$ cat src/rtl/nn_acc_pkg.sv
// Shared definitions for the neural-network partial-sum accumulator.
// Holds the default widths, the FSM state encoding and the signed
// range limits of the aggregated sum.
package nn_acc_pkg;

    localparam int unsigned DEF_DATA_W    = 6;
    localparam int unsigned DEF_AGG_WIDTH = 12;
    localparam int unsigned DEF_ACC_W     = 16;
    localparam int unsigned DEF_N_TERMS   = 16;

    // Signed range of an aggregated sum.
    localparam int SAT_MAX = (1 <<< (DEF_AGG_WIDTH - 1)) - 1;
    localparam int SAT_MIN = -(1 <<< (DEF_AGG_WIDTH - 1));

    typedef enum logic {
        ACC  = 1'b0,
        HOLD = 1'b1
    } psum_state_e;

endpackage

$ cat src/rtl/psum_clamp.sv
// Narrows an ACC_W-bit signed accumulator to an AGG_WIDTH-bit sum.
// Build option: PSUM_SAT_EN defined -> clamp to the signed AGG_WIDTH range,
// undefined -> two's-complement wrap (low AGG_WIDTH bits).
// Ports:
//   acc    : signed accumulator value
//   data_c : narrowed sum (combinational)
//   sat_c  : acc lies outside the AGG_WIDTH signed range (same in both builds)
module psum_clamp #(
    parameter int unsigned ACC_W     = 16,
    parameter int unsigned AGG_WIDTH = 12
) (
    input  logic [ACC_W-1:0]     acc,
    output logic [AGG_WIDTH-1:0] data_c,
    output logic                 sat_c
);

    localparam int unsigned TOP_W = ACC_W - AGG_WIDTH + 1;

    // In range iff every bit from the AGG sign bit upward matches.
    logic [TOP_W-1:0] top;
    assign top   = acc[ACC_W-1:AGG_WIDTH-1];
    assign sat_c = !((&top) || !(|top));

`ifdef PSUM_SAT_EN
    logic [AGG_WIDTH-1:0] lim;
    assign lim    = acc[ACC_W-1] ? {1'b1, {(AGG_WIDTH-1){1'b0}}}
                                 : {1'b0, {(AGG_WIDTH-1){1'b1}}};
    assign data_c = sat_c ? lim : acc[AGG_WIDTH-1:0];
`else
    assign data_c = acc[AGG_WIDTH-1:0];
`endif

endmodule

$ cat src/rtl/psum_acc.sv
// Partial-sum producer: multiply-accumulates signed (x, w) beats and emits
// one AGG_WIDTH-bit sum per neuron over a ready/valid handshake.
// A neuron closes on in_last or automatically on its N_TERMS-th beat.
// Build option: PSUM_SAT_EN selects clamping instead of wrapping (psum_clamp).
// Ports:
//   clk, rst_n          : clock, asynchronous active-low reset
//   in_valid/in_ready   : input beat handshake
//   in_x, in_w, in_last : signed activation, signed weight, end of neuron
//   out_valid/out_ready : result handshake
//   out_data            : signed sum, zero whenever no result is held
//   out_sat             : sum was clipped or wrapped
//   out_cnt             : number of beats in the sum
module psum_acc
    import nn_acc_pkg::*;
#(
    parameter int unsigned DATA_W    = DEF_DATA_W,
    parameter int unsigned AGG_WIDTH = DEF_AGG_WIDTH,
    parameter int unsigned N_TERMS   = DEF_N_TERMS,
    parameter int unsigned ACC_W     = DEF_ACC_W
) (
    input  logic                          clk,
    input  logic                          rst_n,
    input  logic                          in_valid,
    output logic                          in_ready,
    input  logic signed [DATA_W-1:0]      in_x,
    input  logic signed [DATA_W-1:0]      in_w,
    input  logic                          in_last,
    output logic                          out_valid,
    input  logic                          out_ready,
    output logic [AGG_WIDTH-1:0]          out_data,
    output logic                          out_sat,
    output logic [$clog2(N_TERMS):0]      out_cnt
);

    localparam int unsigned CNT_W  = $clog2(N_TERMS) + 1;
    localparam int unsigned PROD_W = 2 * DATA_W;

    psum_state_e                state_q, state_d;
    logic signed [ACC_W-1:0]    acc_q, acc_d;
    logic [CNT_W-1:0]           cnt_q, cnt_d;
    logic                       in_ready_d, out_valid_d, out_sat_d;
    logic [AGG_WIDTH-1:0]       out_data_d;
    logic [CNT_W-1:0]           out_cnt_d;

    logic signed [PROD_W-1:0]   prod;
    logic signed [ACC_W-1:0]    acc_sum;
    logic [AGG_WIDTH-1:0]       clamp_data;
    logic                       clamp_sat;
    logic                       accept;
    logic                       close;

    // Full-width product, sign-extended into the accumulator.
    assign prod    = in_x * in_w;
    assign acc_sum = ((cnt_q == '0) ? ACC_W'(0) : acc_q) + ACC_W'(prod);
    assign accept  = in_valid && in_ready;
    assign close   = in_last || (cnt_q == CNT_W'(N_TERMS - 1));

    psum_clamp #(
        .ACC_W     (ACC_W),
        .AGG_WIDTH (AGG_WIDTH)
    ) u_clamp (
        .acc    (acc_sum),
        .data_c (clamp_data),
        .sat_c  (clamp_sat)
    );

    // Next-state and next-output logic.
    always_comb begin
        state_d     = state_q;
        acc_d       = acc_q;
        cnt_d       = cnt_q;
        in_ready_d  = in_ready;
        out_valid_d = out_valid;
        out_data_d  = out_data;
        out_sat_d   = out_sat;
        out_cnt_d   = out_cnt;
        case (state_q)
            ACC: begin
                if (accept) begin
                    acc_d = acc_sum;
                    cnt_d = cnt_q + CNT_W'(1);
                    if (close) begin
                        state_d     = HOLD;
                        in_ready_d  = 1'b0;
                        out_valid_d = 1'b1;
                        out_data_d  = clamp_data;
                        out_sat_d   = clamp_sat;
                        out_cnt_d   = cnt_q + CNT_W'(1);
                    end
                end
            end
            HOLD: begin
                if (out_ready) begin
                    state_d     = ACC;
                    acc_d       = '0;
                    cnt_d       = '0;
                    in_ready_d  = 1'b1;
                    out_valid_d = 1'b0;
                    out_data_d  = '0;
                    out_sat_d   = 1'b0;
                    out_cnt_d   = '0;
                end
            end
            default: begin
                state_d = ACC;
            end
        endcase
    end

    // State and output registers.
    always_ff @(posedge clk or negedge rst_n) begin
        if (!rst_n) begin
            state_q   <= ACC;
            acc_q     <= '0;
            cnt_q     <= '0;
            in_ready  <= 1'b1;
            out_valid <= 1'b0;
            out_data  <= '0;
            out_sat   <= 1'b0;
            out_cnt   <= '0;
        end else begin
            state_q   <= state_d;
            acc_q     <= acc_d;
            cnt_q     <= cnt_d;
            in_ready  <= in_ready_d;
            out_valid <= out_valid_d;
            out_data  <= out_data_d;
            out_sat   <= out_sat_d;
            out_cnt   <= out_cnt_d;
        end
    end

endmodule
$ cat config.mk
export PLATFORM = sky130hd
export DESIGN_NAME = psum_acc
export DESIGN_NICKNAME = d
export VERILOG_FILES = /design/src/rtl/nn_acc_pkg.sv /design/src/rtl/psum_clamp.sv /design/src/rtl/psum_acc.sv
export SDC_FILE = /design/constraint.sdc
export NUM_CORES = 1
export LEC_CHECK = 0
export BUFFER_PORTS_ARGS = -buffer_cell sky130_fd_sc_hd__buf_2
export CORE_MARGIN = 4
export CORE_UTILIZATION = 45
export CTS_CLUSTER_DIAMETER = 100
export DETAILED_ROUTE_END_ITERATION = 10
export PLACE_DENSITY = 0.68
export SYNTH_ARGS = -nofsm -noshare
export SYNTH_HDL_FRONTEND = slang
export SYNTH_HIERARCHICAL = 1
export SYNTH_SLANG_ARGS = --single-unit
$ cat constraint.sdc
create_clock -name clk -period 6.05 [get_ports clk]
set_input_delay 0.605 -clock clk [delete_from_list [all_inputs] [get_ports clk]]
set_output_delay 0.605 -clock clk [all_outputs]
set_load 0.02 [all_outputs]
==> results of run 1 <==
## through the flow
step	area, µm²	util
after global placement	4650	0.494
after global routing	4740	0.504
final	4740	0.504
after detailed placement	4650	0.494
after floorplan	4440	-
after CTS	4740	0.504
## cell usage in the layout (no fill, tap or decap), drive strengths merged, types with 3 or more instances in the layout
| cell | count |
|---|---|
| a21o | 6 |
| nor2 | 13 |
| nand4 | 3 |
| o21ai | 16 |
| ha | 40 |
| nand2b | 4 |
| nand2 | 65 |
| nor3 | 3 |
| dfrtp | 41 |
| and2 | 26 |
| nand3 | 37 |
| a21oi | 11 |
| clkbuf | 6 |
| fa | 43 |
| or4 | 3 |
| nor2b | 15 |
| o31ai | 5 |
| and3 | 7 |
| inv | 94 |
| xor2 | 6 |
| buf | 40 |
| a2111oi | 3 |
| xnor2 | 7 |
## worst reg2reg max path: stages (launching register included)
cell and delay, ps:
dfrtp_1 430, inv_1 110, ha_1 160, nor4b_4 570, buf_4 270, nor2b_1 60
ha_1 280, fa_1 480, inv_1 50, fa_1 530, inv_1 40, ha_1 410
nand4_1 170, nor4_2 400, nor3_1 190, o21ai_1 190, xor2_1 220, and4_1 220
mux2i_1 70, nand2_1 60, nand2_1 50
## flip-flops by register name (all words and copies together), names as in the netlist
| name | cells |
|---|---|
| acc_q | 16 |
| out_data | 12 |
| cnt_q | 5 |
| out_cnt | 5 |
| in_ready | 1 |
| out_sat | 1 |
| out_valid | 1 |
| state_q | 1 |
## cells by family (layout without fill, tap and decap cells)
family / after synthesis / in the layout / synth area share
xor gates and xnor gates: 14 / 14 / 0.0307
and+or+nand+nor: 189 / 189 / 0.223
buffers and inverters: 122 / 142 / 0.116
muxes: 1 / 1 / 0.00225
AOI/OAI and AO/OA: 57 / 57 / 0.0840
adders and majority gates: 83 / 83 / 0.307
DFF: 42 / 42 / 0.237
## cell type report
cell class,instances,area share
clock buffers,6,0.0174
clock inverters,2,0.00264
inverters,94,0.0744
multi-input cells,344,0.605
flip-flops and latches,42,0.222
well taps,129,0.0340
repair buffers,40,0.0443
## per-layer routing
layer | track usage | routed length, µm | up-vias | part of all wire
li1 | - | - | 1647 | -
met1 | 0.212 | 3720 | 1632 | 0.42
met2 | 0.306 | 4610 | 56 | 0.52
met3 | 0.0246 | 360 | 11 | 0.041
met4 | 0.0298 | 108 | 0 | 0.012
met5 | 0 | 0 | - | 0
## how the worst max path moves through the flow
stage                     cells after the start       to
final                                        20  out_sat
after detailed placement                     20  out_sat
after floorplan                              20  out_sat
after CTS                                    20  out_sat
after global placement                       20  out_sat
after global routing                         20  out_sat
==> metrics.cfg, run 1 <==
[drt]
ant_nets=0
first_iter_violations=140
drc_errors=0
num_vias=3346
routedWlPerCell_um=13.4
first_pass_iters=5
finalWirelength_um=8800
drt-vias-per-instance=5.09

[clock_tree]
cts_hold_buffers=0
path_clk_slew_ps=80
ctsResizeCount=0
cts_setup_buffers=0
clockBufferDepth=2
cts_buffers=5
h-tree-depth=2
cts.root.buffer_cell=clkbuf_8
clk_latency_ps=300
clock-sinks=42
cts_tree=done

[worst_setup_path]
start_kind=input port
worstPathArrival_ps=5550
crit_chain=buf_2, and2_1, fa_1, inv_1, fa_1, inv_1, fa_1, inv_1, fa_1, inv_1, ha_1, nand3_1, nand3b_1, or2_1, a2111oi_0, nor3_1, nor4_2, mux2i_1, nand2_1, nand2_1
slowest_delay_ps=600
crit_start=in_x[5]
critPathCaptureType=flip-flop
rr_endpoint=out_sat
slowest_stage=fa_1
critical_path_buf_inv_count=5
r2r_cells=20
worst-path-max-fanout=6
cp.required_ps=6230
worstSetupPathType=in2reg
timing.rr.start=cnt_q[0]
r2r_slack_ps=970
critical-path-top-delay-family=adder cells

[floorplan]
fp.dieArea_um2=11500
initial_core_util=0.472
num_rows=35
io_pins=37
core_region_area_um2=9420
dieWidth_um=107
die_y_um=107

[timing]
tightest_slew_ps=936
setup_ws_ps=681
max_slew_margin=0.376
fmax_mhz=186
slew_viol_final=0
rsz0062_at_grt=false
post-route-period-util=0.887
period_minus_slack_ps=5370
setup_viol=0
hold_viol=0
finClkSkew_ps=8.81
hold_ws_ps=443
tns_ps=0

[grt]
grt_overflow_total=0
first_global_vias=3501
grt_max_degree=43
antenna_found_initial=0
grt_usage=0.168
grt_pass1_wl_um=15900

[logic_synthesis]
post-synth-top-count-cell=inv_1
synth_cell_types=52
synthFlopType=dfrtp_1
yosysTopAreaCell=dfrtp_1
ys.warnings.count=6
synth_nets=608
synth_edf_count=0
synth_area_um2=4440
yosysTopAreaCellShare=0.231
synth_area_per_cell_um2=8.74
async_reset_ff_frac=1.00
ys_seq_area_frac=0.237
synth-seq-cells=42
synthTopCellsByCount=94 x inv_1, 65 x nand2_1, 43 x fa_1, 41 x dfrtp_1, 40 x ha_1
ys_top_cells_by_area=dfrtp_1 23%, fa_1 19%, ha_1 11%, inv_1 7.9%, nand2_1 5.5%
syn_inst=508

[hold_path]
hold_path.class=in2async

[layout]
instances_no_fill=657
fin_nets=627
regArea_um2=1050
drive_gt1_frac=0.106
multiInputGateArea_um2=2870
area_growth_syn_to_layout_pct=6.82
fillers=906
antenna_cells=0

[placement]
io_buffers=36
place_inst=649
gp_congestion=0.797
hpwl_um=7070
pre_cts_slack_ps=397

[status]
outcome=finished, final reports clean

[job]
maxCapViolCount=0

Power of run 1 is not shown: default switching activity piles up to over one toggle a cycle in this logic, so the estimate is an artifact.
==> run 2, diff against run 1 <==
--- a/config.mk
+++ b/config.mk
@@ -10,6 +10,7 @@
 export CORE_UTILIZATION = 45
 export CTS_CLUSTER_DIAMETER = 100
 export DETAILED_ROUTE_END_ITERATION = 10
+export MAX_ROUTING_LAYER = met4
 export PLACE_DENSITY = 0.68
 export SYNTH_ARGS = -nofsm -noshare
 export SYNTH_HDL_FRONTEND = slang
==> metrics.cfg, run 2 (synthesis gave the netlist of run 1 again) <==
[timing]
slew_viol_final=0
tightest_slew_ps=934
tns_ps=0
setup_ws_ps=669
setup_viol=0
rsz0062_at_grt=false
max_slew_margin=0.375
post-route-period-util=0.889
fmax_mhz=186
hold_viol=0
finClkSkew_ps=10.1
period_minus_slack_ps=5380

[drt]
finalWirelength_um=8770
first_iter_violations=198
drt-vias-per-instance=5.07
routedWlPerCell_um=13.4
num_vias=3331
first_pass_iters=4
drc_errors=0
ant_nets=0

[layout]
area_growth_syn_to_layout_pct=6.82
largestRegisters=acc_q: 16 flops, out_data: 12 flops
regMostFlops=acc_q
finalInstanceArea_um2=4740
drive_gt1_frac=0.106
final_common_cell=inv_1
final_cell_mix=94 x inv_1, 65 x nand2_1, 43 x fa_1, 41 x dfrtp_1, 40 x ha_1
fin_nets=627
antenna_cells=0
largest_register_ff_count=16

[placement]
pre_cts_slack_ps=397
dpl_cell_area_um2=4650
gp_congestion=0.808
io_buffers=36
hpwl_um=7070

[worst_setup_path]
crit_start=in_x[5]
crit_chain=buf_2, and2_1, fa_1, inv_1, fa_1, inv_1, fa_1, inv_1, fa_1, inv_1, ha_1, nand3_1, nand3b_1, or2_1, a2111oi_0, nor3_1, nor4_2, mux2i_1, nand2_1, nand2_1
r2r_cells=19
rr_endpoint=out_sat
timing.rr.start=cnt_q[0]
worstPathArrival_ps=5570
start_kind=input port
setup.worst_path.end=out_sat
critPathCaptureType=flip-flop
cp.required_ps=6230
slowest_delay_ps=600
slowest_stage=fa_1
r2r_slack_ps=920
worstSetupPathType=in2reg
worst-path-max-fanout=6

[clock_tree]
clk_latency_ps=300
cts_tree=done
clockBufferDepth=2
clock-sinks=42
cts_setup_buffers=0
cts_hold_buffers=0
path_clk_slew_ps=80
cts_buffers=5
cts.root.buffer_cell=clkbuf_8
ctsResizeCount=0
h-tree-depth=2

[grt]
first_global_vias=3500
antenna_found_initial=0
use_met2=0.307
grt_pass1_wl_um=15900
grt-busiest-layer=met2
met3_usage=0.0246
use_met1=0.211
grt_usage=0.172
grt_max_degree=43
grt_overflow_total=0

[hold_path]
hold_path.class=in2async

[floorplan]
fp.dieArea_um2=11500
dieWidth_um=107
die_y_um=107
initial_core_util=0.472
num_rows=35
core_region_area_um2=9420
io_pins=37

[status]
outcome=finished, final reports clean

[job]
maxCapViolCount=0

[run 2: critical path, delay by kind of cell]
kind | cells | cell delay (ps)
mux | 1 | 100
simple gates | 8 | 1280
fa+ha+maj | 5 | 2580
compound gates | 1 | 550
buf+inv | 5 | 440
[run 2: layout make-up]
| type | count | area [µm²] |
|---|---|---|
| repair buffers | 40 | 210 |
| inverters | 94 | 353 |
| flip-flops and latches | 42 | 1050 |
| fillers | 906 | 4670 |
| well taps | 129 | 161 |
| clock inverters | 2 | 12.5 |
| multi-input cells | 344 | 2870 |
| clock buffers | 6 | 82.6 |
[run 2: metrics by stage]
| stage | instances | utilization | hold WS [ps] |
|---|---|---|---|
| after floorplan | 508 | - | 309 |
| after global placement | 649 | 0.494 | 454 |
| after detailed placement | 649 | 0.494 | 472 |
| after CTS | 657 | 0.504 | 476 |
| after global routing | 657 | 0.504 | 494 |
| final | 657 | 0.504 | 439 |
[run 2: worst min path at each step]
| stage | startpoint | to | slack (ps) | depth (start not counted) |
|---|---|---|---|---|
| after floorplan | rst_n | acc_q[0] | 310 | 0 |
| after global placement | out_valid | out_valid | 450 | 2 |
| after detailed placement | in_ready | in_ready | 470 | 2 |
| after CTS | rst_n | state_q | 480 | 1 |
| after global routing | in_ready | in_ready | 490 | 2 |
| final | rst_n | state_q | 440 | 1 |
[run 2: layer usage]
metal  vias to the layer above  part of all wire
met5                         -                 0
met4                         0             0.012
li1                       1647                 -
met3                        11             0.033
met1                      1625              0.43
met2                        48              0.52
Power of run 2 is left out for the same reason.
==> run 3, diff against run 2 <==
--- a/config.mk
+++ b/config.mk
@@ -12,6 +12,7 @@
 export DETAILED_ROUTE_END_ITERATION = 10
 export MAX_ROUTING_LAYER = met4
 export PLACE_DENSITY = 0.68
+export REMOVE_ABC_BUFFERS = 1
 export SYNTH_ARGS = -nofsm -noshare
 export SYNTH_HDL_FRONTEND = slang
 export SYNTH_HIERARCHICAL = 1
==> constraint.sdc (replaced) <==
create_clock -name clk -period 6.05 [get_ports clk]
set_input_delay 1.21 -clock clk [delete_from_list [all_inputs] [get_ports clk]]
set_output_delay 1.21 -clock clk [all_outputs]
set_load 0.02 [all_outputs]
==> metrics.cfg, run 3 (synthesis gave the netlist of run 1 again) <==
[worst_setup_path]
start_kind=input port
r2r_slack_ps=1020
critPathCaptureType=flip-flop
r2r_cells=21
worst-path-max-fanout=8
cp.required_ps=6280
worstPathArrival_ps=5940
worstSetupPathType=in2reg

[grt]
antenna_found_initial=0
grt_pass1_wl_um=16700
grt_usage=0.181
first_global_vias=3659
grt_overflow_total=0
grt_max_degree=43

[floorplan]
fp.dieArea_um2=11500
die_y_um=107
core_region_area_um2=9420
initial_core_util=0.472
io_pins=37
num_rows=35
dieWidth_um=107

[clock_tree]
cts_buffers=5
ctsResizeCount=0
clk_latency_ps=290
clock-sinks=42
cts_tree=done
cts_hold_buffers=0
cts.root.buffer_cell=clkbuf_8
path_clk_slew_ps=80
clockBufferDepth=2
cts_setup_buffers=0
h-tree-depth=2

[placement]
gp_congestion=0.857
hpwl_um=7360
place_inst=672
io_buffers=36

[timing]
period_minus_slack_ps=5720
slew_viol_final=0
max_slew_margin=0.351
hold_viol=0
fmax_mhz=175
finClkSkew_ps=3.18
post-route-period-util=0.945
setup_viol=0
tightest_slew_ps=969
rsz0062_at_grt=false

[drt]
first_iter_violations=142
drc_errors=0
drt-vias-per-instance=5.00
ant_nets=0
finalWirelength_um=9200
first_pass_iters=4
routedWlPerCell_um=13.5
num_vias=3403

[layout]
final_common_cell=inv_1
antenna_cells=0
drive_gt1_frac=0.145
largest_register_ff_count=16
regMostFlops=acc_q
instances_no_fill=680
fin_nets=650
utilization=0.522
final_cell_mix=93 x inv_1, 65 x nand2_1, 43 x fa_1, 41 x dfrtp_1, 40 x ha_1
largestRegisters=acc_q: 16 flops, out_data: 12 flops
area_growth_syn_to_layout_pct=10.8

[hold_path]
hold_path.class=reg2reg
worstHoldPathCells=2

[job]
maxCapViolCount=0

[status]
outcome=finished, final reports clean

run 3: cell count changes in the layout (fill, tap and decap cells not counted), sizes merged:
cell,change
buf,+23
clkbuf,+1
clkinvlp,-1
run 3: worst max-delay path, stage by stage:
cell,delay (ps)
buf_2,120
and2_1,160
fa_1,600
inv_2,100
fa_1,550
inv_1,60
fa_1,530
inv_1,50
fa_1,530
inv_1,40
ha_1,410
nand4_1,140
nor4_2,400
nor4b_1,110
buf_4,160
o21a_1,190
nor2_1,240
mux2i_1,210
nand2_1,60
nand2_1,90
run 3: worst paths after layout:
kind                       startpoint          to
max                           in_x[5]     out_sat
min                         out_valid   out_valid
max reg2reg                  cnt_q[0]     out_sat
min reg2reg                 out_valid   out_valid
max in group asynchronous       rst_n    acc_q[1]
min in group asynchronous       rst_n  out_cnt[1]
run 3: cell type report:
type,count,area [µm²]
Tap cell,129,161
Inverter,94,353
Fill cell,870,4500
Timing Repair Buffer,63,383
Clock inverter,1,5.00
Sequential cell,42,1050
Clock buffer,7,86.3
Multi-Input combinational cell,344,2880
run 3: metrics by stage:
step | TNS [ps] | setup WS [ps] | instance area, µm² | hold slack, ps
2_1_floorplan | 0 | 315 | 4280 | 456
3_3_place_gp | 0 | 41.3 | 4820 | 456
3_5_place_dp | -68.8 | -68.8 | 4820 | 463
4_1_cts | 0 | 205 | 4910 | 482
5_1_grt | 0 | 48.2 | 4920 | 497
6_report | 0 | 335 | 4920 | 477
run 3: per-layer routing:
layer	vias to the layer above	GRT usage	routed length [µm]
met4	0	0.0379	129
met1	1648	0.240	4340
met5	-	-	0
li1	1689	-	-
met3	13	0.0204	246
met2	53	0.303	4480
Power of run 3 is left out for the same reason.
